[src/rtl/pipe_mem_arbiter.sv]
// ---------------------------------------------------------------------------
// pipe_mem_arbiter
//
// Shares one single-port, fixed-latency unified RAM between the pipeline's
// instruction-fetch (IF) and data-memory (MEM) stages. Only one access is in
// flight at a time. MEM normally wins an arbitration. IF wins when MEM is not
// competing, or once IF has lost STARVE_MAX arbitrations in a row. The
// winner's address, write enable and write data are registered onto the RAM
// port for exactly LAT cycles. The read data is then captured and the owner's
// ready output pulses for one cycle.
//
// Parameters:
//   AW          address width
//   DW          data width
//   LAT         RAM read latency in cycles (>= 1)
//   STARVE_MAX  consecutive IF losses before IF is forced to win once (>= 1)
//
// Ports:
//   clk, clrn                    clock, synchronous active-high reset
//   if_req, if_addr              fetch request and fetch address
//   if_ready, if_rdata           fetch-done pulse and fetched word (held)
//   mem_req, mem_we              data request and store select (1 = store)
//   mem_addr, mem_wdata          data address and store data
//   mem_ready, mem_rdata         data-done pulse and load data (held)
//   ram_en, ram_we               RAM access enable and write enable
//   ram_addr, ram_wdata          RAM address and write data
//   ram_rdata                    RAM read data
//   pipe_stall                   freezes the pipeline while a requester waits
//   perf_if_wait, perf_mem_wait  saturating wait-cycle counters
//
// Optional feature: define ARB_PERF_CNT_EN to build the two wait-cycle
// counters. Without it, both counter ports are tied to zero.
// ---------------------------------------------------------------------------
module pipe_mem_arbiter #(
  parameter int AW         = 32,
  parameter int DW         = 32,
  parameter int LAT        = 2,
  parameter int STARVE_MAX = 4
) (
  input  logic          clk,
  input  logic          clrn,
  input  logic          if_req,
  input  logic [AW-1:0] if_addr,
  output logic          if_ready,
  output logic [DW-1:0] if_rdata,
  input  logic          mem_req,
  input  logic          mem_we,
  input  logic [AW-1:0] mem_addr,
  input  logic [DW-1:0] mem_wdata,
  output logic          mem_ready,
  output logic [DW-1:0] mem_rdata,
  output logic          ram_en,
  output logic          ram_we,
  output logic [AW-1:0] ram_addr,
  output logic [DW-1:0] ram_wdata,
  input  logic [DW-1:0] ram_rdata,
  output logic          pipe_stall,
  output logic [31:0]   perf_if_wait,
  output logic [31:0]   perf_mem_wait
);

  // The down-counter holds LAT-1. Keep it at least one bit wide when LAT is 1.
  localparam int CW = (LAT > 1) ? $clog2(LAT) : 1;
  localparam int SW = $clog2(STARVE_MAX + 1);

  typedef enum logic [1:0] {
    IDLE     = 2'd0,
    BUSY_IF  = 2'd1,
    BUSY_MEM = 2'd2
  } state_t;

  state_t          state_q;
  state_t          state_d;
  logic [CW-1:0]   cnt_q;
  logic [SW-1:0]   starve_q;
  logic            if_eligible;
  logic            mem_eligible;
  logic            if_win;
  logic            mem_win;

  // A requester whose ready pulse is high this cycle is still holding its old
  // request, so it must not be granted again.
  assign if_eligible  = if_req  & ~if_ready;
  assign mem_eligible = mem_req & ~mem_ready;

  assign pipe_stall = (if_req & ~if_ready) | (mem_req & ~mem_ready);

  // State register.
  always_ff @(posedge clk) begin
    if (clrn) begin
      state_q <= IDLE;
    end else begin
      state_q <= state_d;
    end
  end

  // Arbitration and next state. IF wins when it is alone, or when the
  // starvation counter has saturated. Otherwise MEM takes priority.
  always_comb begin
    state_d = state_q;
    if_win  = 1'b0;
    mem_win = 1'b0;
    unique case (state_q)
      IDLE: begin
        if (if_eligible && (!mem_eligible || starve_q == SW'(STARVE_MAX))) begin
          if_win  = 1'b1;
          state_d = BUSY_IF;
        end else if (mem_eligible) begin
          mem_win = 1'b1;
          state_d = BUSY_MEM;
        end
      end
      BUSY_IF, BUSY_MEM: begin
        if (cnt_q == '0) begin
          state_d = IDLE;
        end
      end
      default: state_d = IDLE;
    endcase
  end

  // Datapath. The grant latches the request onto the RAM port, and the port
  // stays frozen for LAT cycles. On the final busy edge, read data is captured
  // and the owner's ready pulse is raised. A store leaves mem_rdata untouched.
  always_ff @(posedge clk) begin
    if (clrn) begin
      ram_en    <= 1'b0;
      ram_we    <= 1'b0;
      ram_addr  <= '0;
      ram_wdata <= '0;
      cnt_q     <= '0;
      starve_q  <= '0;
      if_ready  <= 1'b0;
      mem_ready <= 1'b0;
      if_rdata  <= '0;
      mem_rdata <= '0;
    end else begin
      if_ready  <= 1'b0;
      mem_ready <= 1'b0;
      case (state_q)
        IDLE: begin
          if (if_win) begin
            ram_en   <= 1'b1;
            ram_we   <= 1'b0;
            ram_addr <= if_addr;
            cnt_q    <= CW'(LAT - 1);
            starve_q <= '0;
          end else if (mem_win) begin
            ram_en    <= 1'b1;
            ram_we    <= mem_we;
            ram_addr  <= mem_addr;
            ram_wdata <= mem_wdata;
            cnt_q     <= CW'(LAT - 1);
            if (if_eligible) begin
              starve_q <= starve_q + 1'b1;
            end
          end
        end
        BUSY_IF, BUSY_MEM: begin
          if (cnt_q == '0) begin
            ram_en <= 1'b0;
            ram_we <= 1'b0;
            if (state_q == BUSY_IF) begin
              if_rdata <= ram_rdata;
              if_ready <= 1'b1;
            end else begin
              mem_ready <= 1'b1;
              if (!ram_we) begin
                mem_rdata <= ram_rdata;
              end
            end
          end else begin
            cnt_q <= cnt_q - 1'b1;
          end
        end
        default: begin
        end
      endcase
    end
  end

`ifdef ARB_PERF_CNT_EN
  // Wait-cycle counters. They count every cycle a requester is held off, and
  // they stick at all-ones instead of wrapping.
  always_ff @(posedge clk) begin
    if (clrn) begin
      perf_if_wait  <= '0;
      perf_mem_wait <= '0;
    end else begin
      if ((if_req & ~if_ready) && perf_if_wait != '1) begin
        perf_if_wait <= perf_if_wait + 32'd1;
      end
      if ((mem_req & ~mem_ready) && perf_mem_wait != '1) begin
        perf_mem_wait <= perf_mem_wait + 32'd1;
      end
    end
  end
`else
  assign perf_if_wait  = '0;
  assign perf_mem_wait = '0;
`endif

endmodule

[config.mk]
export PLATFORM = sky130hd
export DESIGN_NAME = pipe_mem_arbiter
export DESIGN_NICKNAME = d
export VERILOG_FILES = /design/src/rtl/pipe_mem_arbiter.sv
export SDC_FILE = /design/constraint.sdc
export NUM_CORES = 1
export LEC_CHECK = 0
export CORE_UTILIZATION = 35
export CTS_BUF_LIST = sky130_fd_sc_hd__clkbuf_8
export DETAILED_ROUTE_END_ITERATION = 12
export PLACE_DENSITY_LB_ADDON = 0.15
export REMOVE_ABC_BUFFERS = 1
export SYNTH_ARGS = -nofsm -noshare
export SYNTH_HDL_FRONTEND = slang
export SYNTH_SLANG_ARGS = --single-unit
[constraint.sdc]
create_clock -name clk -period 2.1 [get_ports clk]
set_clock_uncertainty 0.15 [all_clocks]
set_input_delay 0.42 -clock clk [delete_from_list [all_inputs] [get_ports clk]]
set_output_delay 0.42 -clock clk [all_outputs]
set_load 0.005 [all_outputs]
# Yosys cells after proc, flatten, opt, wreduce, memory -nomap -nowiden
# Cells that the tools add are included.
[word_totals]
register_bits = 138
out_inout_bits = 197
elab_cells = 71
[classes]
add_sub_neg = 2
n_eq_ne = 6
muxes = 25
bitwise = 10
n_reduce_logical = 17
[op_table]
columns = ["operator", "n"]
rows = [
  ["32-bit two-way mux", 2],
  ["1-bit two-way mux", 13],
  ["3-bit AND reduction", 4],
  ["3-bit two-way mux", 3],
  ["1-bit inverter", 7],
  ["2-bit two-way mux", 3],
  ["3-bit != test (second input constant)", 2],
  ["1-bit one-hot mux with 2 select lines", 3],
  ["2-bit AND reduction", 3],
  ["2-bit nonzero test", 3],
  ["2-bit one-hot mux with 2 select lines", 1],
  ["4-bit AND reduction", 1],
  ["3-bit by 1-bit adder with 3-bit output (second input constant)", 1],
  ["3-bit == test (second input constant)", 1],
  ["3-bit OR reduction", 1],
  ["1-bit bitwise AND", 2],
  ["2-bit by 1-bit == test with 1-bit output (second input constant)", 1],
  ["2-bit == test (second input constant)", 1],
  ["2-bit logical NOT", 1],
  ["2-bit != test (second input constant)", 1],
  ["2-bit OR reduction", 1],
  ["1-bit logical AND", 1],
  ["1-bit logical NOT", 1],
  ["1-bit logical OR", 1],
  ["2 further kinds", 2],
]

# Logic depth before layout (Yosys ltp)
[depth]
depth_word = 10
depth_mapped = 8
ltp_nobuf = 6

# Least setup slack after synthesis
# OpenSTA, ideal clock, no wires.
[synth_path]
path_kind = "reg-to-reg"
from = "reg state_q[0]"
to = "reg mem_rdata[10]"
setup_time_ns = 0.132
t_arrival_ns = 1.505
required_time_ns = 1.818
path_slack_ns = 0.313
stages_incl_launch_ff = 9
period_less_slack_ns = 1.787
cell_sequence = "dfxtp_1 -> inv_1 -> ha_1 -> nand2b_1 -> or3_1 -> clkbuf_1 -> buf_2 -> nand2_1 -> a21oi_1"
[synth_between]
elab_chain_len = 3
elab_cells_between_ends = 5
classes_between = "eq/ne: 2; bitwise: 1; reduce/logical: 2"
[synth_rtl]
columns = ["item", "line_no", "rtl"]
rows = [
  ["start: declaration", "72", "state_t state_q;"],
  ["start signal: assignment", "93", "state_q <= state_d;"],
  ["2-bit by 1-bit == test with 1-bit output or 2-bit == test (tied branches)", "140, 163", ""],
  ["2-bit OR reduction or 1-bit inverter (tied branches)", "--", ""],
  ["4-bit AND reduction (no source line) (*)", "--", ""],
  ["end signal: assignment", "169", "mem_rdata <= ram_rdata;"],
  ["end: declaration", "51", "output logic [DW-1:0] mem_rdata,"],
]
# Mark *: on every way between the ends. The rest lies on a longest branch, timed or not.
# A chain may end at the register's enable or synchronous reset.

# Worst setup path after layout
[layout_path]
from = "reg ram_we"
to = "out ram_we"
[layout_rtl]
columns = ["item", "line_no", "rtl"]
rows = [
  ["start: declaration", "53", "output logic ram_we,"],
  ["start signal: assignment", "150", "ram_we <= mem_we;"],
]
# No word-level cell between the ends.

==> out/metrics.yaml <==
finish:
  post-route-util_pct: 55.78
  final_nets: 1125
  syn_to_final_growth_pct: 54.59
  final_cell_mix: "nand2_1, clkdlybuf4s50_1, dfxtp_1, a21oi_1, conb_1"
  layout_commonest_cell: "nand2_1"
  design_area_um2: 8925
  finalNonFillerCells: 1216
  drive_gt1_share_pct: 7.000
  antenna_cells: 0
floorplanning:
  core_um2: 16000
  die_w_um: 130.4
  dieArea_um2: 17010
  die-height_um: 130.4
  initial_core_util_pct: 36.08
  ios: 330
  num_rows: 46
clock_tree:
  cts_root_buffer: "clkbuf_8"
  clk_latency_ps: 440
  cts_sinks: 138
  cts_max_path_buffers: 2
  cts_tree: "done"
  cts.clk_slew.worst_paths_ps: 80
  cts_hold_buf: 0
  cts-buffers-inserted: 17
  htree_num_levels: 4
critical_path:
  r2r_start: "state_q[0]$_SDFFE_PP0P_"
  critical_path_buf_inv_count: 1
  max_stage_delay_ps: 570
  startpoint_type: "register"
  arrival_ps: 1430
  reg2regPathDepth: 7
  crit_cells: 1
  worst-path-max-fanout: 4
  cp.required_ps: 1530
  cpMaxStageDelayCell: "clkdlybuf4s50_1"
  crit_type: "reg -> out"
  crit_chain: "clkdlybuf4s50_1"
  endpoint_kind: "primary output"
  critPathTopFamily: "buffers and inverters"
  ff2ff_setup_slack_ps: 230
  startpoint: "ram_we$_SDFFE_PP0P_"
drt:
  post_drt_via_cell_ratio: 4.466
  first_pass_iters: 4
  vias: 5431
  routedWlPerCell_um: 13.65
  drc: 0
  wl_mm: 16.60
  drt_iter0_markers: 200
  ant_nets: 0
sta:
  rsz0062_at_grt: "false"
  min_period_ps: 2000
  fmax_mhz: 499.9
  min_period_over_period_pct: 95.25
  hold_violations: 0
  slew_viol_final: 0
  setup_violations: 0
min_path:
  hold_depth: 2
  hold_start: "clrn"
  hold_path.class: "in -> reg"
global_route:
  grt_pass1_vias: 4929
  busiest_layer: "met2"
  grt.met3_usage_pct: 7.288
  grt_pass1_wl_mm: 25.15
  grt_util_met1_pct: 23.13
  grt_max_degree: 59
  grt_usage_pct: 19.21
  overflow: 0
  antenna_found_initial: 1
  use_met2_pct: 31.85
synthesis:
  synth_top_area_share_pct: 47.85
  synth_xor_area_share_pct: 0
  ys_ff_latch: 138
  synth_cells: 729
  synth_top_area_cell: "dfxtp_1"
  synth_area_leaders: "dfxtp_1, nand2_1, buf_4, a21oi_1, a311oi_1"
  yosysUniqueCellTypes: 37
  synth.area.mux_share_pct: 0
  synth_top_family_by_area: "simple AND/OR/NAND/NOR gates"
  syn_area_um2: 5773
  synthSimpleGateAreaFrac_pct: 21.93
  yosys_warnings: 0
  synth_fa_ha_area_share_pct: 0.8669
  syn-mean-instance-area_um2: 7.919
  seq_area_frac_synth_pct: 47.85
  synth_compound_area_share_pct: 15.93
place:
  dpl_cell_area_um2: 8536
  gp_congestion: 0.7387
  hpwl_mm: 11.80
  numPortBuffers: 265
  placed_cells: 1185
power_and_ir_drop:
  p_leak_nw: 3.382
  peakVddDrop_v: 0.0004331
  powerDensity_nw_per_um2: 792.0
flow_run:
  drv_cap: 0
outcome:
  status: "completed"
[metal layers]
metal / vias to the layer above / wire [µm]
li1: 2782 / -
met1: 2431 / 7090
met2: 204 / 7948
met3: 12 / 1385
met4: 2 / 162
met5: - / 8
[registers in the layout, summed over array words and instances (netlist names)]
register,flops
ram_wdata,32
if_ready,1
cnt_q,1
ram_en,1
ram_we,1
state_q,2
starve_q,3
if_rdata,32
mem_ready,1
ram_addr,32
mem_rdata,32
[layout make-up]
| class | count | area, µm² |
|---|---|---|
| tap | 216 | 270.3 |
| clock inverter | 13 | 145.1 |
| timing repair buffer | 291 | 2992 |
| multi-input combinational | 534 | 2485 |
| fill | 1574 | 7076 |
| clock buffer | 18 | 247.7 |
| inverter | 6 | 22.52 |
| sequential | 138 | 2763 |
[worst paths after layout]
check	to
worst max-delay path	ram_we
worst max register to register	mem_rdata[15]$_SDFFE_PP0P_
worst min-delay path	state_q[1]$_SDFFE_PP0P_
worst min register to register	mem_rdata[8]$_SDFFE_PP0P_
[stage by stage]
| step | power [mW] | setup TNS [ps] | hold slack (ps) | setup slack (ps) |
|---|---|---|---|---|
| 2_1_floorplan | 3.763 | -6835 | 292.5 | -97.91 |
| 3_3_place_gp | 4.968 | -2495 | 291.1 | -82.83 |
| 3_5_place_dp | 4.975 | -4520 | 295.9 | -129.6 |
| 4_1_cts | 7.168 | 0 | 214.3 | 67.11 |
| 5_1_grt | 7.483 | 0 | 229.5 | 38.88 |
| 6_report | 7.069 | 0 | 248.7 | 99.66 |
[cell usage after synthesis]
cell type	count
conb_1	1
and3_1	1
a21oi_4	1
ha_1	4
inv_1	6
buf_2	10
and2b_1	1
o31ai_1	1
buf_4	74
nand2_2	1
o22a_1	2
o211ai_2	1
nand3b_2	1
a21o_2	1
nor3_1	3
nand2b_2	1
a21oi_1	104
o21ai_0	3
clkbuf_1	26
or3_1	2
nor3_2	1
and2_1	1
buf_6	4
nand2b_1	2
nor2_1	35
a21oi_2	1
nand2_1	262
nand4_1	2
dfxtp_1	138
and2b_4	1
a311oi_1	32
nand2b_4	1
a311oi_4	1
nor3b_1	1
nor2b_1	1
a31oi_1	1
nand3_1	1
[logic make-up (layout without fill, tap and decap cells)]
group	count (synthesis)	in the layout
other	1	64
adder cells (fa/ha/maj)	4	4
flip-flops	138	138
AND/OR/NAND/NOR	318	318
AO/OA/AOI/OAI	148	148
buffers and inverters	120	328
[where the power goes]
part | internal (mW) | switching, mW | leakage (nW)
Combinational | 1.03 | 0.842 | 2.06
Clock | 1.09 | 1.08 | 0.191
Sequential | 2.89 | 0.133 | 1.13
Total | 5.01 | 2.06 | 3.38
[what timing repair did]
item / CTS / global route
hold endpoints to repair: 0 / 0
endpoints found under the setup margin: 1 / 0
setup buffers: 0 / 0
gates resized for setup: 3 / 0
Power figures use the tool's default switching activity.
